**config.mk**
```make
export PLATFORM = sky130hd
export DESIGN_NAME = mips_mc_control_flat
export DESIGN_NICKNAME = d
export VERILOG_FILES = /design/src/rtl/mips_mc_control_if.sv /design/src/rtl/mips_mc_control.sv /design/src/flat_wrapper.sv
export SDC_FILE = /design/constraint.sdc
export NUM_CORES = 1
export LEC_CHECK = 0
export BUFFER_PORTS_ARGS = -buffer_cell sky130_fd_sc_hd__clkbuf_2
export CORE_MARGIN = 2
export CORE_UTILIZATION = 34
export CTS_CLUSTER_SIZE = 16
export DETAILED_ROUTE_END_ITERATION = 10
export PLACE_DENSITY_LB_ADDON = 0.25
export SETUP_SLACK_MARGIN = 0.5
export SLEW_MARGIN = 5
export SYNTH_ARGS = -nofsm -noshare
export SYNTH_HDL_FRONTEND = slang
export SYNTH_SLANG_ARGS = --single-unit
```
**constraint.sdc**
```tcl
create_clock -name clk -period 2.3 [get_ports clk]
set_input_delay 0.115 -clock clk [delete_from_list [all_inputs] [get_ports clk]]
set_output_delay 0.115 -clock clk [all_outputs]
set_load 0.1 [all_outputs]
```
**src/rtl/mips_mc_control_if.sv**
```systemverilog
// Control-path bundle between the MIPS multicycle controller and its datapath.
// master drives the instruction fields and memory handshake; slave is the controller.
interface mips_mc_control_if;
  logic [5:0] opcode;
  logic [5:0] funct;
  logic       mem_ready;

  logic       pc_write;
  logic       pc_write_cond;
  logic       i_or_d;
  logic       mem_read;
  logic       mem_write;
  logic       ir_write;
  logic       mem_to_reg;
  logic       reg_dst;
  logic       reg_write;
  logic       alu_src_a;
  logic [1:0] alu_src_b;
  logic [1:0] alu_op;
  logic [1:0] pc_src;
  logic [3:0] state_o;
  logic       illegal_op;
  logic       timeout;

  modport master (
    output opcode, funct, mem_ready,
    input  pc_write, pc_write_cond, i_or_d, mem_read, mem_write, ir_write,
           mem_to_reg, reg_dst, reg_write, alu_src_a, alu_src_b, alu_op,
           pc_src, state_o, illegal_op, timeout
  );

  modport slave (
    input  opcode, funct, mem_ready,
    output pc_write, pc_write_cond, i_or_d, mem_read, mem_write, ir_write,
           mem_to_reg, reg_dst, reg_write, alu_src_a, alu_src_b, alu_op,
           pc_src, state_o, illegal_op, timeout
  );
endinterface

```
**src/rtl/mips_mc_control.sv**
```systemverilog
// Multicycle MIPS control FSM (Moore). Memory states time out after
// TIMEOUT_CYCLES wait cycles; ERROR is sticky until reset.
// Optional macro JR_SUPPORT_EN adds the JR state (R-type funct 001000).
module mips_mc_control #(
  parameter int unsigned TIMEOUT_CYCLES = 16
) (
  input logic           clk,
  input logic           reset,
  mips_mc_control_if.slave bus
);

  typedef enum logic [3:0] {
    S_FETCH  = 4'd0,
    S_DECODE = 4'd1,
    S_MEMADR = 4'd2,
    S_MEMRD  = 4'd3,
    S_MEMWB  = 4'd4,
    S_MEMWR  = 4'd5,
    S_RTEX   = 4'd6,
    S_RTWB   = 4'd7,
    S_BRANCH = 4'd8,
    S_IMMEX  = 4'd9,
    S_IMMWB  = 4'd10,
    S_JUMP   = 4'd11,
    S_JR     = 4'd12,
    S_ERROR  = 4'd15
  } state_t;

  localparam logic [5:0] OP_RTYPE = 6'b000000;
  localparam logic [5:0] OP_LW    = 6'b100011;
  localparam logic [5:0] OP_SW    = 6'b101011;
  localparam logic [5:0] OP_BEQ   = 6'b000100;
  localparam logic [5:0] OP_J     = 6'b000010;
  localparam logic [5:0] OP_ADDI  = 6'b001000;
  localparam logic [5:0] OP_SLTI  = 6'b001010;
`ifdef JR_SUPPORT_EN
  localparam logic [5:0] FN_JR    = 6'b001000;
`endif

  localparam int unsigned CW = $clog2(TIMEOUT_CYCLES + 1);

  state_t        state;
  state_t        state_next;
  logic [CW-1:0] wait_cnt;
  logic          wait_last;
  logic          illegal_q;
  logic          timeout_q;
  logic          imm_slt;
  logic          set_illegal;
  logic          set_timeout;

  // The current cycle is the last permitted wait cycle in a memory state.
  assign wait_last = (wait_cnt == CW'(TIMEOUT_CYCLES - 1));

  // State, wait counter, sticky error flags and the IMMEX opcode flag.
  always_ff @(posedge clk or posedge reset) begin
    if (reset) begin
      state     <= S_FETCH;
      wait_cnt  <= '0;
      illegal_q <= 1'b0;
      timeout_q <= 1'b0;
      imm_slt   <= 1'b0;
    end else begin
      state <= state_next;
      if (set_illegal) illegal_q <= 1'b1;
      if (set_timeout) timeout_q <= 1'b1;
      if (state == S_DECODE) imm_slt <= (bus.opcode == OP_SLTI);
      // Leaving a state clears the counter, so every entry into a memory
      // state starts from zero; only waiting cycles advance it.
      if (state_next != state) begin
        wait_cnt <= '0;
      end else if ((state == S_FETCH || state == S_MEMRD || state == S_MEMWR) &&
                   !bus.mem_ready) begin
        wait_cnt <= wait_cnt + CW'(1);
      end
    end
  end

  // Next-state selection and error-flag set requests.
  always_comb begin
    state_next  = state;
    set_illegal = 1'b0;
    set_timeout = 1'b0;
    unique case (state)
      S_FETCH: begin
        if (bus.mem_ready) begin
          state_next = S_DECODE;
        end else if (wait_last) begin
          state_next  = S_ERROR;
          set_timeout = 1'b1;
        end
      end
      S_DECODE: begin
        unique case (bus.opcode)
          OP_RTYPE: begin
`ifdef JR_SUPPORT_EN
            if (bus.funct == FN_JR) state_next = S_JR;
            else                    state_next = S_RTEX;
`else
            state_next = S_RTEX;
`endif
          end
          OP_LW, OP_SW:     state_next = S_MEMADR;
          OP_BEQ:           state_next = S_BRANCH;
          OP_J:             state_next = S_JUMP;
          OP_ADDI, OP_SLTI: state_next = S_IMMEX;
          default: begin
            state_next  = S_ERROR;
            set_illegal = 1'b1;
          end
        endcase
      end
      S_MEMADR: state_next = (bus.opcode == OP_SW) ? S_MEMWR : S_MEMRD;
      S_MEMRD: begin
        if (bus.mem_ready) begin
          state_next = S_MEMWB;
        end else if (wait_last) begin
          state_next  = S_ERROR;
          set_timeout = 1'b1;
        end
      end
      S_MEMWB: state_next = S_FETCH;
      S_MEMWR: begin
        if (bus.mem_ready) begin
          state_next = S_FETCH;
        end else if (wait_last) begin
          state_next  = S_ERROR;
          set_timeout = 1'b1;
        end
      end
      S_RTEX:   state_next = S_RTWB;
      S_RTWB:   state_next = S_FETCH;
      S_BRANCH: state_next = S_FETCH;
      S_IMMEX:  state_next = S_IMMWB;
      S_IMMWB:  state_next = S_FETCH;
      S_JUMP:   state_next = S_FETCH;
`ifdef JR_SUPPORT_EN
      S_JR:     state_next = S_FETCH;
`endif
      S_ERROR:  state_next = S_ERROR;
      default:  state_next = S_ERROR;
    endcase
  end

  // Output decode from the registered state; FETCH also gates its IR/PC
  // write strobes with the memory handshake.
  always_comb begin
    bus.pc_write      = 1'b0;
    bus.pc_write_cond = 1'b0;
    bus.i_or_d        = 1'b0;
    bus.mem_read      = 1'b0;
    bus.mem_write     = 1'b0;
    bus.ir_write      = 1'b0;
    bus.mem_to_reg    = 1'b0;
    bus.reg_dst       = 1'b0;
    bus.reg_write     = 1'b0;
    bus.alu_src_a     = 1'b0;
    bus.alu_src_b     = 2'b00;
    bus.alu_op        = 2'b00;
    bus.pc_src        = 2'b00;
    unique case (state)
      S_FETCH: begin
        bus.mem_read  = 1'b1;
        bus.alu_src_b = 2'b01;
        bus.alu_op    = 2'b11;
        bus.ir_write  = bus.mem_ready;
        bus.pc_write  = bus.mem_ready;
      end
      S_DECODE: begin
        bus.alu_src_b = 2'b11;
        bus.alu_op    = 2'b11;
      end
      S_MEMADR: begin
        bus.alu_src_a = 1'b1;
        bus.alu_src_b = 2'b10;
        bus.alu_op    = 2'b11;
      end
      S_MEMRD: begin
        bus.mem_read = 1'b1;
        bus.i_or_d   = 1'b1;
      end
      S_MEMWB: begin
        bus.reg_write  = 1'b1;
        bus.mem_to_reg = 1'b1;
      end
      S_MEMWR: begin
        bus.mem_write = 1'b1;
        bus.i_or_d    = 1'b1;
      end
      S_RTEX: begin
        bus.alu_src_a = 1'b1;
        bus.alu_op    = 2'b00;
      end
      S_RTWB: begin
        bus.reg_write = 1'b1;
        bus.reg_dst   = 1'b1;
      end
      S_BRANCH: begin
        bus.alu_src_a     = 1'b1;
        bus.alu_op        = 2'b01;
        bus.pc_write_cond = 1'b1;
        bus.pc_src        = 2'b01;
      end
      S_IMMEX: begin
        bus.alu_src_a = 1'b1;
        bus.alu_src_b = 2'b10;
        bus.alu_op    = imm_slt ? 2'b10 : 2'b11;
      end
      S_IMMWB: begin
        bus.reg_write = 1'b1;
      end
      S_JUMP: begin
        bus.pc_write = 1'b1;
        bus.pc_src   = 2'b10;
      end
`ifdef JR_SUPPORT_EN
      S_JR: begin
        bus.pc_write = 1'b1;
        bus.pc_src   = 2'b11;
      end
`endif
      default: ;
    endcase
  end

  assign bus.state_o    = state;
  assign bus.illegal_op = illegal_q;
  assign bus.timeout    = timeout_q;

endmodule

```
**src/flat_wrapper.sv**
```systemverilog
// flat-port wrapper written by rule: the top's interface ports become plain ports
module mips_mc_control_flat 
#(
  parameter int unsigned TIMEOUT_CYCLES = 16
)
  (clk, reset, bus_opcode, bus_funct, bus_mem_ready, bus_pc_write, bus_pc_write_cond, bus_i_or_d, bus_mem_read, bus_mem_write, bus_ir_write, bus_mem_to_reg, bus_reg_dst, bus_reg_write, bus_alu_src_a, bus_alu_src_b, bus_alu_op, bus_pc_src, bus_state_o, bus_illegal_op, bus_timeout);
  mips_mc_control_if bus_i ();
  input logic clk;
  input logic reset;
  input wire logic [$bits(bus_i.opcode)-1:0] bus_opcode;
  input wire logic [$bits(bus_i.funct)-1:0] bus_funct;
  input wire logic [$bits(bus_i.mem_ready)-1:0] bus_mem_ready;
  output wire logic [$bits(bus_i.pc_write)-1:0] bus_pc_write;
  output wire logic [$bits(bus_i.pc_write_cond)-1:0] bus_pc_write_cond;
  output wire logic [$bits(bus_i.i_or_d)-1:0] bus_i_or_d;
  output wire logic [$bits(bus_i.mem_read)-1:0] bus_mem_read;
  output wire logic [$bits(bus_i.mem_write)-1:0] bus_mem_write;
  output wire logic [$bits(bus_i.ir_write)-1:0] bus_ir_write;
  output wire logic [$bits(bus_i.mem_to_reg)-1:0] bus_mem_to_reg;
  output wire logic [$bits(bus_i.reg_dst)-1:0] bus_reg_dst;
  output wire logic [$bits(bus_i.reg_write)-1:0] bus_reg_write;
  output wire logic [$bits(bus_i.alu_src_a)-1:0] bus_alu_src_a;
  output wire logic [$bits(bus_i.alu_src_b)-1:0] bus_alu_src_b;
  output wire logic [$bits(bus_i.alu_op)-1:0] bus_alu_op;
  output wire logic [$bits(bus_i.pc_src)-1:0] bus_pc_src;
  output wire logic [$bits(bus_i.state_o)-1:0] bus_state_o;
  output wire logic [$bits(bus_i.illegal_op)-1:0] bus_illegal_op;
  output wire logic [$bits(bus_i.timeout)-1:0] bus_timeout;
  assign bus_i.opcode = bus_opcode;
  assign bus_i.funct = bus_funct;
  assign bus_i.mem_ready = bus_mem_ready;
  assign bus_pc_write = bus_i.pc_write;
  assign bus_pc_write_cond = bus_i.pc_write_cond;
  assign bus_i_or_d = bus_i.i_or_d;
  assign bus_mem_read = bus_i.mem_read;
  assign bus_mem_write = bus_i.mem_write;
  assign bus_ir_write = bus_i.ir_write;
  assign bus_mem_to_reg = bus_i.mem_to_reg;
  assign bus_reg_dst = bus_i.reg_dst;
  assign bus_reg_write = bus_i.reg_write;
  assign bus_alu_src_a = bus_i.alu_src_a;
  assign bus_alu_src_b = bus_i.alu_src_b;
  assign bus_alu_op = bus_i.alu_op;
  assign bus_pc_src = bus_i.pc_src;
  assign bus_state_o = bus_i.state_o;
  assign bus_illegal_op = bus_i.illegal_op;
  assign bus_timeout = bus_i.timeout;
  mips_mc_control #(.TIMEOUT_CYCLES(TIMEOUT_CYCLES)) u_core (.clk(clk), .reset(reset), .bus(bus_i));
endmodule
```
==> results.json <==
{
  "worst_pin_slew_ns": 0.5431,
  "cts_tree": "done",
  "routabilityCongestion": 0.8584,
  "holdPathEnd": "u_core.imm_slt",
  "netlist_top_cells_count": "nor2_1 (18), dfrtp_1 (12), inv_1 (8), nand3_1 (7), nor3_1 (7)",
  "cp.required_ns": 2.48,
  "ys.flop_type": "dfrtp_1",
  "crit_arrival_ns": 2.38,
  "hold_viol_final": 0,
  "ys_ff_latch": 12,
  "clockBufferDepth": 2,
  "numCtsBuffers": 3,
  "cp.depth": 9,
  "rr_worst_depth": 9,
  "rows": 20,
  "hold_depth": 2,
  "worstPathMaxFanout": 5,
  "synthDistinctLibCells": 47,
  "crit_path_end_kind": "flip-flop",
  "stdcell_area_um2": 1962,
  "start_kind": "flip-flop",
  "setup.worst_path.class": "reg2reg",
  "grt_pass1_wl_um": 5230,
  "netlist_instances": 138,
  "critical-path-top-delay-family": "simple AND/OR/NAND/NOR gates",
  "ioPinCount": 37,
  "diodes": 0,
  "core_um2": 3053,
  "cts.clk_slew.worst_paths_ns": 0.07,
  "netlist.area_leader.share_pct": 27.37,
  "crit_slowest_cell": "or3_4",
  "die_area_um2": 3698,
  "grt-ovfl-total": 0,
  "h-tree-depth": 1,
  "maxSlewViolCount": 0,
  "insertion_delay_ns": 0.27,
  "synth_edf_count": 0,
  "place_area_um2": 1531,
  "max_freq_mhz": 455.5,
  "area_growth_pct": 78.79,
  "die_h_um": 60.81,
  "reg2reg_to": "u_core.wait_cnt[1]",
  "syn_area_per_cell_um2": 7.951,
  "fp.dieW_um": 60.81,
  "drc": 0,
  "whs_ns": 0.1282,
  "grt_pass1_vias": 1156,
  "yosysWarnings": 0,
  "track_usage_pct": 18.74,
  "hp-class": "in2reg",
  "relSlewSlack_pct": 63.94,
  "ys_async_sr_fraction_pct": 100.0,
  "synth_area_leaders": "dfrtp_1 (27%), nor2_1 (6.2%), nor3_2 (4.6%)",
  "vias": 1297,
  "worstPathCellList": "ha_2, and3_4, ha_4, buf_6, inv_2, a22oi_1, o2111a_1, or3_4, nor3_2",
  "layout-drive-gt1-share_pct": 57.22,
  "hpwl_um": 2370,
  "port_buffers": 30,
  "clock_skew_ns": 0.005615,
  "layout_min_cycle_time_ns": 2.195,
  "synthesis.nets": 155,
  "reg2reg_slack_ns": 0.10,
  "yosysMostFrequentCell": "nor2_1",
  "reg2reg_from": "u_core.wait_cnt[1]",
  "drt-total-wl_um": 3657,
  "finalCritPeriodShare_pct": 95.45,
  "cts.sinks": 12,
  "instances_no_fill": 231,
  "place_inst": 210,
  "setup_viol": 0,
  "hold_start": "bus_opcode[5]",
  "status": "complete, no violations",
  "viasPerCell": 5.615,
  "max_stage_delay_ns": 0.44,
  "synth_area_um2": 1097,
  "grt_antenna_before_repair": 0,
  "wl_per_cell_um": 15.83,
  "grt_start_max_net_pins": 25,
  "utilization_pct": 64.26,
  "drtPass1Iterations": 4,
  "postRouteAntennaNets": 0,
  "maxCapViolCount": 0,
  "initial_utilization_pct": 35.94,
  "root_buffer": "clkbuf_4",
  "layout.nets": 205,
  "yosysTopAreaCell": "dfrtp_1",
  "drt_iter0_drc": 32,
  "rsz0062_at_grt": "yes",
  "critPathBufInv": 2,
  "seq_area_frac_synth_pct": 27.37
}
worst max path at each step:
| stage | startpoint | end | slack, ns |
|---|---|---|---|
| 2_1_floorplan | u_core.bus.state_o[3] | u_core.wait_cnt[0] | 0.03 |
| 4_1_cts | u_core.bus.state_o[1] | u_core.wait_cnt[1] | 0.11 |
| 5_1_grt | u_core.wait_cnt[1] | u_core.wait_cnt[1] | 0.05 |
| 3_3_place_gp | u_core.wait_cnt[1] | u_core.wait_cnt[0] | 0.07 |
| 6_report | u_core.wait_cnt[1] | u_core.wait_cnt[1] | 0.10 |
| 3_5_place_dp | u_core.wait_cnt[1] | u_core.wait_cnt[1] | -0.04 |
state kept, by name, summed over array words and instances, names as in the netlist:
signal                 count
u_core.imm_slt             1
u_core.bus.timeout         1
u_core.bus.illegal_op      1
u_core.bus.state_o         4
u_core.wait_cnt            5
kinds of logic after synthesis:
family	share of synthesized area (%)
AND/OR/NAND/NOR	31.47
AO/OA/AOI/OAI	26.00
buffers and inverters	7.526
flip-flops	27.37
XOR/XNOR	3.193
multiplexers	2.166
adder cells (fa/ha/maj)	2.280
stage by stage:
step / worst slack [ns] / setup TNS [ns]
2_1_floorplan: 0.03455 / 0
3_3_place_gp: 0.07175 / 0
3_5_place_dp: -0.04406 / -0.1079
4_1_cts: 0.1119 / 0
5_1_grt: 0.04830 / 0
6_report: 0.1046 / 0
routing by layer:
layer	track usage, %	vias up	routed length [um]
li1	-	606	-
met1	23.76	633	1504
met2	33.03	52	1927
met3	3.412	6	173
met4	4.348	0	52
met5	0	-	0
timing repair:
item                                    4_1_cts  5_1_grt
pin swaps                                    11        3
endpoints found under the hold margin        12        0
resized for setup                            48       21
endpoints found under the setup margin       24       21
buffers inserted                              4       12
hold buffers                                  1        0
layout by cell type, fill, tap and decap left out, types with 3 or more instances in the layout:
cell type and instances:
nor2_1 11, nand3_1 7, clkbuf_2 14, dfrtp_1 8, buf_4 18, nor3_1 3
a21oi_1 5, nand2_1 3, a211oi_1 3, nor3_4 3, inv_1 5, o21ai_0 6
clkbuf_16 3, clkbuf_8 3, buf_6 6, buf_12 5, a21o_1 3, buf_8 3
clkbuf_4 5, dfrtp_4 4, nor3_2 6, nor2_4 6
cell type report:
class                           count  area (um^2)
Inverter                            8        33.78
Tap cell                           44        55.05
Multi-Input combinational cell    108        972.2
Clock buffer                        4        26.28
Sequential cell                    12        315.3
Fill cell                         265         1091
Timing Repair Buffer               55        559.3
Power is not shown: default switching activity piles up to over one toggle a cycle in this logic, so the estimate is an artifact.
